===== config.mk =====
export PLATFORM = sky130hd
export DESIGN_NAME = linear_result_reorder
export DESIGN_NICKNAME = d
export VERILOG_FILES = /design/src/rtl/linear_pkg.sv /design/src/rtl/reorder_timer.sv /design/src/rtl/linear_result_reorder.sv
export SDC_FILE = /design/constraint.sdc
export NUM_CORES = 1
export LEC_CHECK = 0
export ABC_AREA = 1
export CORE_MARGIN = 5
export CORE_UTILIZATION = 53
export DETAILED_ROUTE_END_ITERATION = 7
export PLACE_DENSITY_LB_ADDON = 0.08
export SETUP_SLACK_MARGIN = 0.02
export SYNTH_ARGS = -nofsm -noshare
export SYNTH_HDL_FRONTEND = slang
export SYNTH_SLANG_ARGS = --single-unit

===== constraint.sdc =====
create_clock -name clk -period 2.8 [get_ports clk]
set_clock_uncertainty 0.2 [all_clocks]
set_input_delay 0.56 -clock clk [delete_from_list [all_inputs] [get_ports clk]]
set_output_delay 0.56 -clock clk [all_outputs]
set_load 0.05 [all_outputs]

===== src/rtl/linear_pkg.sv =====
// Constants and slot type shared by the linear-function stage and its result reorder buffer.
package linear_pkg;

    localparam int LIN_DW    = 16;
    localparam int LIN_IDW   = 4;
    localparam int LIN_DEPTH = 16;

    typedef struct packed {
        logic              valid;
        logic [LIN_DW-1:0] data;
    } lin_slot_t;

endpackage


===== src/rtl/reorder_timer.sv =====
// Head-wait counter: counts cycles the head slot is empty while entries are buffered.
// Pulses expire_o on the cycle the count reaches TIMEOUT, then restarts from zero.
module reorder_timer #(
    parameter int TIMEOUT = 64
) (
    input  logic clk,
    input  logic rst,
    input  logic count_i,
    input  logic clear_i,
    output logic expire_o
);

    localparam int CW = $clog2(TIMEOUT + 1);

    logic [CW-1:0] cnt_q, cnt_d;

    always_comb begin
        cnt_d    = cnt_q;
        expire_o = 1'b0;
        if (clear_i) begin
            cnt_d = '0;
        end else if (count_i) begin
            if (cnt_q == CW'(TIMEOUT - 1)) begin
                cnt_d    = '0;
                expire_o = 1'b1;
            end else begin
                cnt_d = cnt_q + 1'b1;
            end
        end
    end

    always_ff @(posedge clk or posedge rst) begin
        if (rst) cnt_q <= '0;
        else     cnt_q <= cnt_d;
    end

endmodule


===== src/rtl/linear_result_reorder.sv =====
// Tag-indexed reorder buffer releasing linear-function results strictly in tag order.
// Define REORDER_TIMEOUT_EN to let a stalled head be skipped after TIMEOUT cycles.
module linear_result_reorder
    import linear_pkg::*;
#(
    parameter int DW      = LIN_DW,
    parameter int IDW     = LIN_IDW,
    parameter int TIMEOUT = 64
) (
    input  logic           clk,
    input  logic           sysrst,
    input  logic           rvalid,
    input  logic [DW-1:0]  y,
    input  logic [IDW-1:0] oid,
    output logic           dout_valid,
    input  logic           dout_ready,
    output logic [DW-1:0]  dout_data,
    output logic [IDW-1:0] dout_id,
    output logic [IDW:0]   occupancy,
    output logic           err_overflow,
    output logic           err_skip
);

    localparam int DEPTH = 2**IDW;

    if (TIMEOUT < 1) begin : g_bad_timeout
        $error("TIMEOUT must be at least 1");
    end

    logic [DEPTH-1:0] valid_q, valid_d;
    logic [DW-1:0]    data_q [DEPTH];
    logic [IDW-1:0]   head_q, head_d;
    logic [IDW:0]     occ_q, occ_d;
    logic             dvalid_q, dvalid_d;
    logic [DW-1:0]    ddata_q, ddata_d;
    logic [IDW-1:0]   did_q, did_d;
    logic             ovf_q, ovf_d;
    logic             wr, ld, skip;

    // A write to an occupied slot is dropped; the head slot is never bypassed to the output.
    assign wr = rvalid && !valid_q[oid];
    assign ld = valid_q[head_q] && (!dvalid_q || dout_ready);

    always_comb begin
        valid_d = valid_q;
        if (ld) valid_d[head_q] = 1'b0;
        if (wr) valid_d[oid]    = 1'b1;

        head_d = head_q;
        if (ld || skip) head_d = head_q + 1'b1;

        occ_d = occ_q + (IDW+1)'(wr) - (IDW+1)'(ld);
        ovf_d = ovf_q | (rvalid && valid_q[oid]);

        dvalid_d = dvalid_q;
        ddata_d  = ddata_q;
        did_d    = did_q;
        if (ld) begin
            dvalid_d = 1'b1;
            ddata_d  = data_q[head_q];
            did_d    = head_q;
        end else if (dvalid_q && dout_ready) begin
            dvalid_d = 1'b0;
        end
    end

    always_ff @(posedge clk or posedge sysrst) begin
        if (sysrst) begin
            valid_q  <= '0;
            head_q   <= '0;
            occ_q    <= '0;
            ovf_q    <= 1'b0;
            dvalid_q <= 1'b0;
            ddata_q  <= '0;
            did_q    <= '0;
        end else begin
            valid_q  <= valid_d;
            head_q   <= head_d;
            occ_q    <= occ_d;
            ovf_q    <= ovf_d;
            dvalid_q <= dvalid_d;
            ddata_q  <= ddata_d;
            did_q    <= did_d;
        end
    end

    // Payload needs no reset: it is only read when the matching valid bit is set.
    always_ff @(posedge clk) begin
        if (wr) data_q[oid] <= y;
    end

`ifdef REORDER_TIMEOUT_EN
    logic expire;
    logic skip_q;

    reorder_timer #(.TIMEOUT(TIMEOUT)) u_timer (
        .clk      (clk),
        .rst      (sysrst),
        .count_i  (!valid_q[head_q] && (occ_q != '0)),
        .clear_i  (ld || (occ_q == '0)),
        .expire_o (expire)
    );

    // If the awaited head result lands on the expiry edge, keep it rather than skip it.
    assign skip = expire && !(wr && (oid == head_q));

    always_ff @(posedge clk or posedge sysrst) begin
        if (sysrst)    skip_q <= 1'b0;
        else if (skip) skip_q <= 1'b1;
    end

    assign err_skip = skip_q;
`else
    assign skip     = 1'b0;
    assign err_skip = 1'b0;
`endif

    assign dout_valid   = dvalid_q;
    assign dout_data    = ddata_q;
    assign dout_id      = did_q;
    assign occupancy    = occ_q;
    assign err_overflow = ovf_q;

endmodule


==> run_summary.xml, run 1 <==
<?xml version="1.0" encoding="UTF-8"?>
<metrics>
  <group name="floorplanning">
    <metric name="die_h" unit="um">167</metric>
    <metric name="fp.dieW" unit="um">167</metric>
    <metric name="design.core.area" unit="um2">24200</metric>
    <metric name="floorplan.die_area" unit="um2">27800</metric>
    <metric name="std_cell_rows" unit="">57</metric>
    <metric name="io_pins" unit="">52</metric>
    <metric name="initial_utilization" unit="">0.536</metric>
  </group>
  <group name="timing">
    <metric name="slew-limit-headroom" unit="">0.515</metric>
    <metric name="final.hold.worst_slack" unit="ns">0.212</metric>
    <metric name="hold_violations" unit="">0</metric>
    <metric name="worst_pin_slew" unit="ns">0.728</metric>
    <metric name="final.setup.tns" unit="ns">0</metric>
    <metric name="finalWorstPathRequiredPeriod" unit="ns">2.64</metric>
    <metric name="finalSetupViolCount" unit="">0</metric>
    <metric name="timing.final.crit_share" unit="">0.943</metric>
    <metric name="rsz0062_at_grt" unit="">no</metric>
    <metric name="maxSlewViolCount" unit="">0</metric>
    <metric name="achievable-frequency" unit="MHz">379</metric>
  </group>
  <group name="critical_path">
    <metric name="worstRegToRegCells" unit="">17</metric>
    <metric name="crit_path_start_kind" unit="">register</metric>
    <metric name="timing.critical_path.cells" unit="">buf_6 -&gt; nand2_1 -&gt; nand3_1 -&gt; nand2_1 -&gt; nand2_1 -&gt; nand2_1 -&gt; inv_2 -&gt; nand2_8 -&gt; nand2_8 -&gt; inv_1 -&gt; ha_1 -&gt; inv_1 -&gt; ha_2 -&gt; fa_2 -&gt; nand3_2 -&gt; nand2_2 -&gt; xor2_1</metric>
    <metric name="regToRegSetupSlack" unit="ns">0.16</metric>
    <metric name="crit_path_frequent_cell" unit="">nand2_1</metric>
    <metric name="crit_path_top_delay_cell" unit="">dfrtp_4</metric>
    <metric name="timing.critical_path.fanout_max" unit="">6</metric>
    <metric name="worst-endpoint-required" unit="ns">3.03</metric>
    <metric name="crit_path_end_kind" unit="">register</metric>
    <metric name="crit_type" unit="">reg2reg</metric>
    <metric name="slowest_delay" unit="ns">0.51</metric>
    <metric name="data_arrival_at_the_endpoint_of_the_critical_path" unit="ns">2.87</metric>
  </group>
  <group name="synth">
    <metric name="post_synth_instance_area" unit="um2">13000</metric>
    <metric name="yosys-mux-area-fraction" unit="">0</metric>
    <metric name="synth_cells" unit="">1214</metric>
    <metric name="synth_compound_area_frac" unit="">0.0906</metric>
    <metric name="yosys-top-cells-count" unit="">edfxtp_1 (256), nor2_1 (245), nand2_1 (229)</metric>
    <metric name="synth.distinct_cells" unit="">28</metric>
    <metric name="ys_seq_area_frac" unit="">0.682</metric>
    <metric name="number_of_flops_mapped_to_enable_cells_by_yosys" unit="">256</metric>
    <metric name="synth.yosys.warnings" unit="">0</metric>
    <metric name="syn-num-nets" unit="">1248</metric>
    <metric name="postSynth.topFlopCell" unit="">edfxtp_1</metric>
    <metric name="fraction_of_synthesized_cell_area_in_xor_and_xnor_cells" unit="">0.00404</metric>
    <metric name="synth-seq-cells" unit="">303</metric>
    <metric name="synthAdderAreaFrac" unit="">0.0102</metric>
    <metric name="postSynth.asyncResetShare" unit="">0.155</metric>
    <metric name="synthMostInstantiatedCell" unit="">edfxtp_1</metric>
    <metric name="synth_top_area_share" unit="">0.592</metric>
    <metric name="netlist.top_cell.by_area" unit="">edfxtp_1</metric>
    <metric name="synthTopCellsByArea" unit="">edfxtp_1 (59%), dfrtp_1 (9.0%), nor2_1 (7.1%)</metric>
    <metric name="synth_area_per_cell" unit="um2">10.7</metric>
    <metric name="synth-simple-area-share" unit="">0.164</metric>
    <metric name="dominant_combinational_cell_family_by_area_after_synthesis" unit="">simple AND/OR/NAND/NOR gates</metric>
  </group>
  <group name="global_routing">
    <metric name="grt_use_total" unit="">0.214</metric>
    <metric name="first_global_vias" unit="">8165</metric>
    <metric name="grt_first_pass_wirelength" unit="mm">46.9</metric>
    <metric name="antenna_found_initial" unit="">1</metric>
    <metric name="grt_max_degree" unit="">126</metric>
    <metric name="grt_overflow" unit="">0</metric>
  </group>
  <group name="clock_tree">
    <metric name="cts_buffer_depth" unit="">3</metric>
    <metric name="cts_max_level" unit="">1</metric>
    <metric name="clock_tree.root_cell" unit="">clkbuf_16</metric>
    <metric name="cts_tree" unit="">built</metric>
    <metric name="cts.hold.buffers_added" unit="">0</metric>
    <metric name="worstSkewPairLatency" unit="ns">0.56</metric>
    <metric name="cts.reportedPaths.clkPinSlew" unit="ns">0.06</metric>
    <metric name="number_of_buffers_created_by_cts" unit="">31</metric>
    <metric name="cts_num_sinks" unit="">303</metric>
  </group>
  <group name="final_layout">
    <metric name="final-seq-area" unit="um2">8870</metric>
    <metric name="final_cell_area" unit="um2">15300</metric>
    <metric name="layout-drive-gt1-share" unit="">0.116</metric>
    <metric name="post_layout_nonfiller_instances" unit="">1650</metric>
    <metric name="nFillCells" unit="">1923</metric>
    <metric name="nets_finish" unit="">1337</metric>
    <metric name="area_delta_synth_final" unit="%">17.7</metric>
    <metric name="multi_input_comb_area" unit="um2">3520</metric>
  </group>
  <group name="run_status">
    <metric name="outcome" unit="">completed</metric>
  </group>
  <group name="drt">
    <metric name="drt-vias-per-instance" unit="">5.30</metric>
    <metric name="first_iter_violations" unit="">734</metric>
    <metric name="firstDrtPassIters" unit="">8</metric>
    <metric name="met2_length" unit="mm">13.8</metric>
    <metric name="route.detailed.drc" unit="">0</metric>
    <metric name="dr_total_vias" unit="">8742</metric>
    <metric name="avgRoutedWirePerCell" unit="um">18.3</metric>
    <metric name="detail_route.wirelength.met1" unit="mm">13.9</metric>
    <metric name="highest-signal-layer" unit="">met4</metric>
    <metric name="met3WireLength" unit="mm">1.89</metric>
    <metric name="routed_wirelength" unit="mm">30.2</metric>
    <metric name="ant_nets" unit="">0</metric>
  </group>
  <group name="power">
    <metric name="power.static_leakage" unit="nW">5.99</metric>
    <metric name="power.clock.fraction" unit="">0.247</metric>
    <metric name="post-layout-total-power" unit="W">0.0156</metric>
    <metric name="power.share.switching" unit="">0.389</metric>
    <metric name="net-switching-power" unit="W">0.00608</metric>
    <metric name="power.internal" unit="W">0.00953</metric>
    <metric name="sequentialPowerShare" unit="">0.356</metric>
    <metric name="power_density" unit="nW/um2">1020</metric>
    <metric name="vdd.ir_drop.worst" unit="uV">785</metric>
    <metric name="combPwrFrac" unit="">0.396</metric>
  </group>
  <group name="placed_design">
    <metric name="dp_hpwl" unit="mm">17.1</metric>
    <metric name="dpl.cell_count" unit="">1589</metric>
    <metric name="dpl-instance-area" unit="um2">14300</metric>
    <metric name="place.port_buffers" unit="">50</metric>
    <metric name="gp_congestion" unit="">0.847</metric>
  </group>
  <group name="worst_hold_path">
    <metric name="worstHoldPathType" unit="">in2async</metric>
  </group>
  <group name="flow_run">
    <metric name="timing.max_cap.violations" unit="">0</metric>
  </group>
</metrics>
[layout make-up]
| class | instances | share of cell area |
|---|---|---|
| Clock inverter | 18 | 0.00948 |
| Clock buffer | 37 | 0.0522 |
| Tap cell | 324 | 0.0265 |
| Timing Repair Buffer | 120 | 0.0830 |
| Antenna cell | 1 | 0.000164 |
| Inverter | 73 | 0.0185 |
| Timing Repair inverter | 1 | 0.000409 |
| Multi-Input combinational cell | 773 | 0.230 |
| Sequential cell | 303 | 0.579 |
[power by group through the flow]
stage               logic, W  registers (W)  clock network (W)
detailed placement   0.00611        0.00564                  0
global route         0.00690        0.00560            0.00413
floorplan            0.00383        0.00618                  0
global placement     0.00603        0.00563                  0
CTS                  0.00612        0.00555            0.00394
finish               0.00619        0.00557            0.00386
[metrics by stage]
step / setup slack, ns / util
detailed placement: -0.558 / 0.590
CTS: 0.107 / 0.629
global placement: -0.478 / 0.590
floorplan: -0.107 / -
finish: 0.160 / 0.631
global route: 0.0165 / 0.631
[worst max-delay path, delay by kind of cell (launching register included)]
family | cells | cell delay (ns)
DFF | 1 | 0.51
and+or+nand+nor | 9 | 0.55
buffers and inverters | 4 | 0.32
xor gates and xnor gates | 1 | 0.13
adders and majority gates | 3 | 0.80
[cells in the final DEF (no fill, tap or decap), drive strengths merged]
master and instances:
xnor2 2, clkbuf 37, xor2 4, clkinvlp 2
clkinv 14, diode 1, fa 1, buf 70
nand4 1, clkdlybuf4s50 49, dfrtp 47, bufinv 2
a21oi 6, nand2 231, conb 1, dlygate4sd2 1
nor2 247, o21bai 1, nand3 58, ha 9
o21ai 212, inv 74, edfxtp 256
[cells by family after synthesis]
kind of cell    Yosys count
simple gates            537
compound gates          219
flops                   303
other cells               1
buf+inv                 138
xor+xnor                  6
fa+ha+maj                10
[path summary, 6_finish.rpt]
path | startpoint | endpoint
min in group clk | dout_data[2]$_DFFE_PP0N_ | dout_data[2]$_DFFE_PP0N_
worst min register to register | dout_data[2]$_DFFE_PP0N_ | dout_data[2]$_DFFE_PP0N_
worst min-delay path | sysrst | occupancy[2]$_DFF_PP0_
worst max register to register | head_q[0]$_DFFE_PP0N_ | occupancy[4]$_DFF_PP0_
worst max-delay path | head_q[0]$_DFFE_PP0N_ | occupancy[4]$_DFF_PP0_
max in group asynchronous | sysrst | dout_data[13]$_DFFE_PP0N_
[routing by layer]
metal	track usage	vias to the layer above
li1	-	4268
met1	0.329	4155
met2	0.331	279
met3	0.0261	40
met4	0.0530	0
met5	0	-
[flip-flops by register name, indices dropped and copies added (netlist names)]
register and flops:
data_q 256, dout_data 16, dout_id 4, dout_valid 1
err_overflow 1, head_q 4, occupancy 5, valid_q 16
[what timing repair did]
item,CTS,global route
resized for setup,1,8
endpoints found under the hold margin,0,0
pin swaps,0,2
cloned,0,2
setup endpoints to repair,1,1
setup buffers,0,3
No activity file was read; power rests on OpenSTA's default activity.
==> run 2: changes to the inputs <==
--- a/config.mk
+++ b/config.mk
@@ -6,7 +6,7 @@
 export NUM_CORES = 1
 export LEC_CHECK = 0
 export ABC_AREA = 1
-export CORE_MARGIN = 5
+export CORE_MARGIN = 1
 export CORE_UTILIZATION = 53
 export DETAILED_ROUTE_END_ITERATION = 7
 export PLACE_DENSITY_LB_ADDON = 0.08
==> run 2 against run 1 <==
Effect of this change:
- core utilization up 1.2 points
- global-route usage grew 2.9 points
- largest power group unchanged
- count of clock-buffer cells in the layout is 3 higher
- critical endpoint unchanged
- first-iteration DRC count is 25% higher
- routed wire length is 2.0% lower
- flip-flop and latch count did not move
- highest routed layer unchanged
==> run_summary.xml, run 2 (synthesized netlist as in run 1, its figures left out) <==
<?xml version="1.0" encoding="UTF-8"?>
<metrics>
  <group name="run_status">
    <metric name="outcome" unit="">completed</metric>
  </group>
  <group name="global_routing">
    <metric name="gr_met1_demand_resource" unit="">0.353</metric>
    <metric name="grt_first_pass_wirelength" unit="mm">45.3</metric>
    <metric name="grt_max_degree" unit="">130</metric>
    <metric name="grt_overflow" unit="">0</metric>
    <metric name="grt_use_total" unit="">0.243</metric>
    <metric name="first_global_vias" unit="">7887</metric>
    <metric name="met3_usage" unit="">0.0338</metric>
    <metric name="busiest_layer" unit="">met2</metric>
    <metric name="antenna_found_initial" unit="">0</metric>
    <metric name="globalRouteMet2Util" unit="">0.380</metric>
  </group>
  <group name="critical_path">
    <metric name="worst-endpoint-required" unit="ns">3.04</metric>
    <metric name="data_arrival_at_the_endpoint_of_the_critical_path" unit="ns">2.86</metric>
    <metric name="worstRegToRegCells" unit="">15</metric>
    <metric name="critical_path_depth" unit="">15</metric>
    <metric name="crit_path_top_delay_cell" unit="">dfrtp_1</metric>
    <metric name="crit_type" unit="">reg2reg</metric>
    <metric name="crit_path_end_kind" unit="">register</metric>
    <metric name="timing.critical_path.cells" unit="">nand2_1 -&gt; clkinv_1 -&gt; nand2_1 -&gt; nand2_1 -&gt; inv_2 -&gt; nand2_8 -&gt; nand2_8 -&gt; inv_1 -&gt; ha_1 -&gt; inv_1 -&gt; ha_2 -&gt; fa_2 -&gt; nand3_2 -&gt; nand2_1 -&gt; xor2_1</metric>
    <metric name="critical_path.n_buffers_inverters" unit="">4</metric>
    <metric name="crit_path_start_kind" unit="">register</metric>
    <metric name="top_delay_family_on_crit_path" unit="">adder cells</metric>
    <metric name="crit_path_frequent_cell" unit="">nand2_1</metric>
    <metric name="slowest_delay" unit="ns">0.43</metric>
    <metric name="timing.critical_path.fanout_max" unit="">5</metric>
  </group>
  <group name="clock_tree">
    <metric name="number_of_buffers_created_by_cts" unit="">31</metric>
    <metric name="clock_tree.root_cell" unit="">clkbuf_16</metric>
    <metric name="worstSkewPairLatency" unit="ns">0.56</metric>
    <metric name="cts_max_level" unit="">1</metric>
    <metric name="cts_num_sinks" unit="">303</metric>
    <metric name="cts_tree" unit="">built</metric>
    <metric name="cts.reportedPaths.clkPinSlew" unit="ns">0.06</metric>
    <metric name="cts_buffer_depth" unit="">3</metric>
  </group>
  <group name="final_layout">
    <metric name="finish.utilization" unit="">0.643</metric>
    <metric name="area_delta_synth_final" unit="%">17.5</metric>
    <metric name="largest_register_ff_count" unit="">256</metric>
    <metric name="layout_common_cells" unit="">edfxtp_1 (256), nor2_1 (244), nand2_1 (227)</metric>
    <metric name="nets_finish" unit="">1331</metric>
    <metric name="layout_commonest_cell" unit="">edfxtp_1</metric>
    <metric name="reg_with_most_ffs" unit="">data_q</metric>
    <metric name="layout-drive-gt1-share" unit="">0.111</metric>
    <metric name="antennaDiodeCount" unit="">0</metric>
  </group>
  <group name="floorplanning">
    <metric name="std_cell_rows" unit="">56</metric>
    <metric name="design.core.area" unit="um2">23800</metric>
    <metric name="initial_utilization" unit="">0.547</metric>
    <metric name="fp.dieW" unit="um">159</metric>
    <metric name="floorplan.die_area" unit="um2">25200</metric>
    <metric name="io_pins" unit="">52</metric>
    <metric name="die_h" unit="um">159</metric>
  </group>
  <group name="power">
    <metric name="post-layout-total-power" unit="W">0.0155</metric>
    <metric name="vdd.ir_drop.worst" unit="uV">835</metric>
    <metric name="combPwrFrac" unit="">0.382</metric>
    <metric name="power_density" unit="nW/um2">1020</metric>
    <metric name="sequentialPowerShare" unit="">0.358</metric>
    <metric name="power.clock.fraction" unit="">0.260</metric>
    <metric name="power.static_leakage" unit="nW">5.98</metric>
    <metric name="power.internal" unit="W">0.00956</metric>
    <metric name="power.share.switching" unit="">0.385</metric>
    <metric name="net-switching-power" unit="W">0.00597</metric>
  </group>
  <group name="timing">
    <metric name="slew-limit-headroom" unit="">0.513</metric>
    <metric name="rsz0062_at_grt" unit="">no</metric>
    <metric name="achievable-frequency" unit="MHz">381</metric>
    <metric name="final.setup.tns" unit="ns">0</metric>
    <metric name="final.hold.worst_slack" unit="ns">0.0621</metric>
    <metric name="maxSlewViolCount" unit="">0</metric>
    <metric name="timing.final.crit_share" unit="">0.937</metric>
    <metric name="finalWorstPathRequiredPeriod" unit="ns">2.62</metric>
    <metric name="worst_pin_slew" unit="ns">0.731</metric>
    <metric name="hold_violations" unit="">0</metric>
    <metric name="finalSetupViolCount" unit="">0</metric>
  </group>
  <group name="drt">
    <metric name="firstDrtPassIters" unit="">6</metric>
    <metric name="dr_total_vias" unit="">8714</metric>
    <metric name="routed_wirelength" unit="mm">29.6</metric>
    <metric name="ant_nets" unit="">0</metric>
    <metric name="avgRoutedWirePerCell" unit="um">18.1</metric>
    <metric name="first_iter_violations" unit="">914</metric>
    <metric name="drt-vias-per-instance" unit="">5.32</metric>
    <metric name="route.detailed.drc" unit="">0</metric>
  </group>
  <group name="flow_run">
    <metric name="timing.max_cap.violations" unit="">0</metric>
  </group>
  <group name="placed_design">
    <metric name="gp_congestion" unit="">0.857</metric>
    <metric name="dp_hpwl" unit="mm">17.1</metric>
    <metric name="place.port_buffers" unit="">50</metric>
  </group>
  <group name="worst_hold_path">
    <metric name="worstHoldPathType" unit="">in2async</metric>
  </group>
</metrics>
==> run 2: cell type report <==
class                      instances  area [um2]
multi-input combinational        773        3520
fill                            1911        8480
clock inverter                    15         156
inverter                          73         280
sequential                       303        8870
timing repair buffer             115        1210
tap                              319         399
clock buffer                      40         840
==> run 2: what timing repair did <==
item,4_1_cts,5_1_grt
setup endpoints to repair,0,2
hold buffers,0,0
setup buffers,0,1
resized for setup,0,5
==> run 2: power by group through the flow <==
stage / Sequential, W / Clock [W] / Combinational, W
after CTS: 0.00555 / 0.00408 / 0.00594
after detailed placement: 0.00564 / 0 / 0.00590
after global routing: 0.00560 / 0.00425 / 0.00662
after global placement: 0.00564 / 0 / 0.00585
after floorplan: 0.00618 / 0 / 0.00383
final: 0.00556 / 0.00403 / 0.00594
==> run 2: metal layers <==
| layer | vias to the layer above | part of all wire | wire length, um |
|---|---|---|---|
| met1 | 4126 | 0.45 | 13400 |
| met3 | 52 | 0.061 | 1820 |
| met4 | 0 | 0.028 | 818 |
| li1 | 4259 | - | - |
| met2 | 277 | 0.46 | 13600 |
| met5 | - | 0 | 0 |
==> run 2: path summary, 6_finish.rpt <==
kind	start	end	slack, ns
setup / recovery	head_q[3]$_DFFE_PP0N_	occupancy[4]$_DFF_PP0_	0.18
setup reg to reg	head_q[3]$_DFFE_PP0N_	occupancy[4]$_DFF_PP0_	0.18
max in group asynchronous	sysrst	valid_q[15]$_DFF_PP0_	1.81
min in group clk	dout_data[10]$_DFFE_PP0N_	dout_data[10]$_DFFE_PP0N_	0.28
hold / removal	sysrst	dout_valid$_DFFE_PP0P_	0.06
hold reg to reg	dout_data[10]$_DFFE_PP0N_	dout_data[10]$_DFFE_PP0N_	0.28
==> run 2: per-stage QoR <==
step,worst slack [ns],area (um2),instances
2_1_floorplan,-0.107,13000,1214
3_3_place_gp,-0.384,14300,1582
3_5_place_dp,-0.424,14300,1582
4_1_cts,0.0734,15200,1637
5_1_grt,0.0176,15300,1638
6_report,0.176,15300,1638
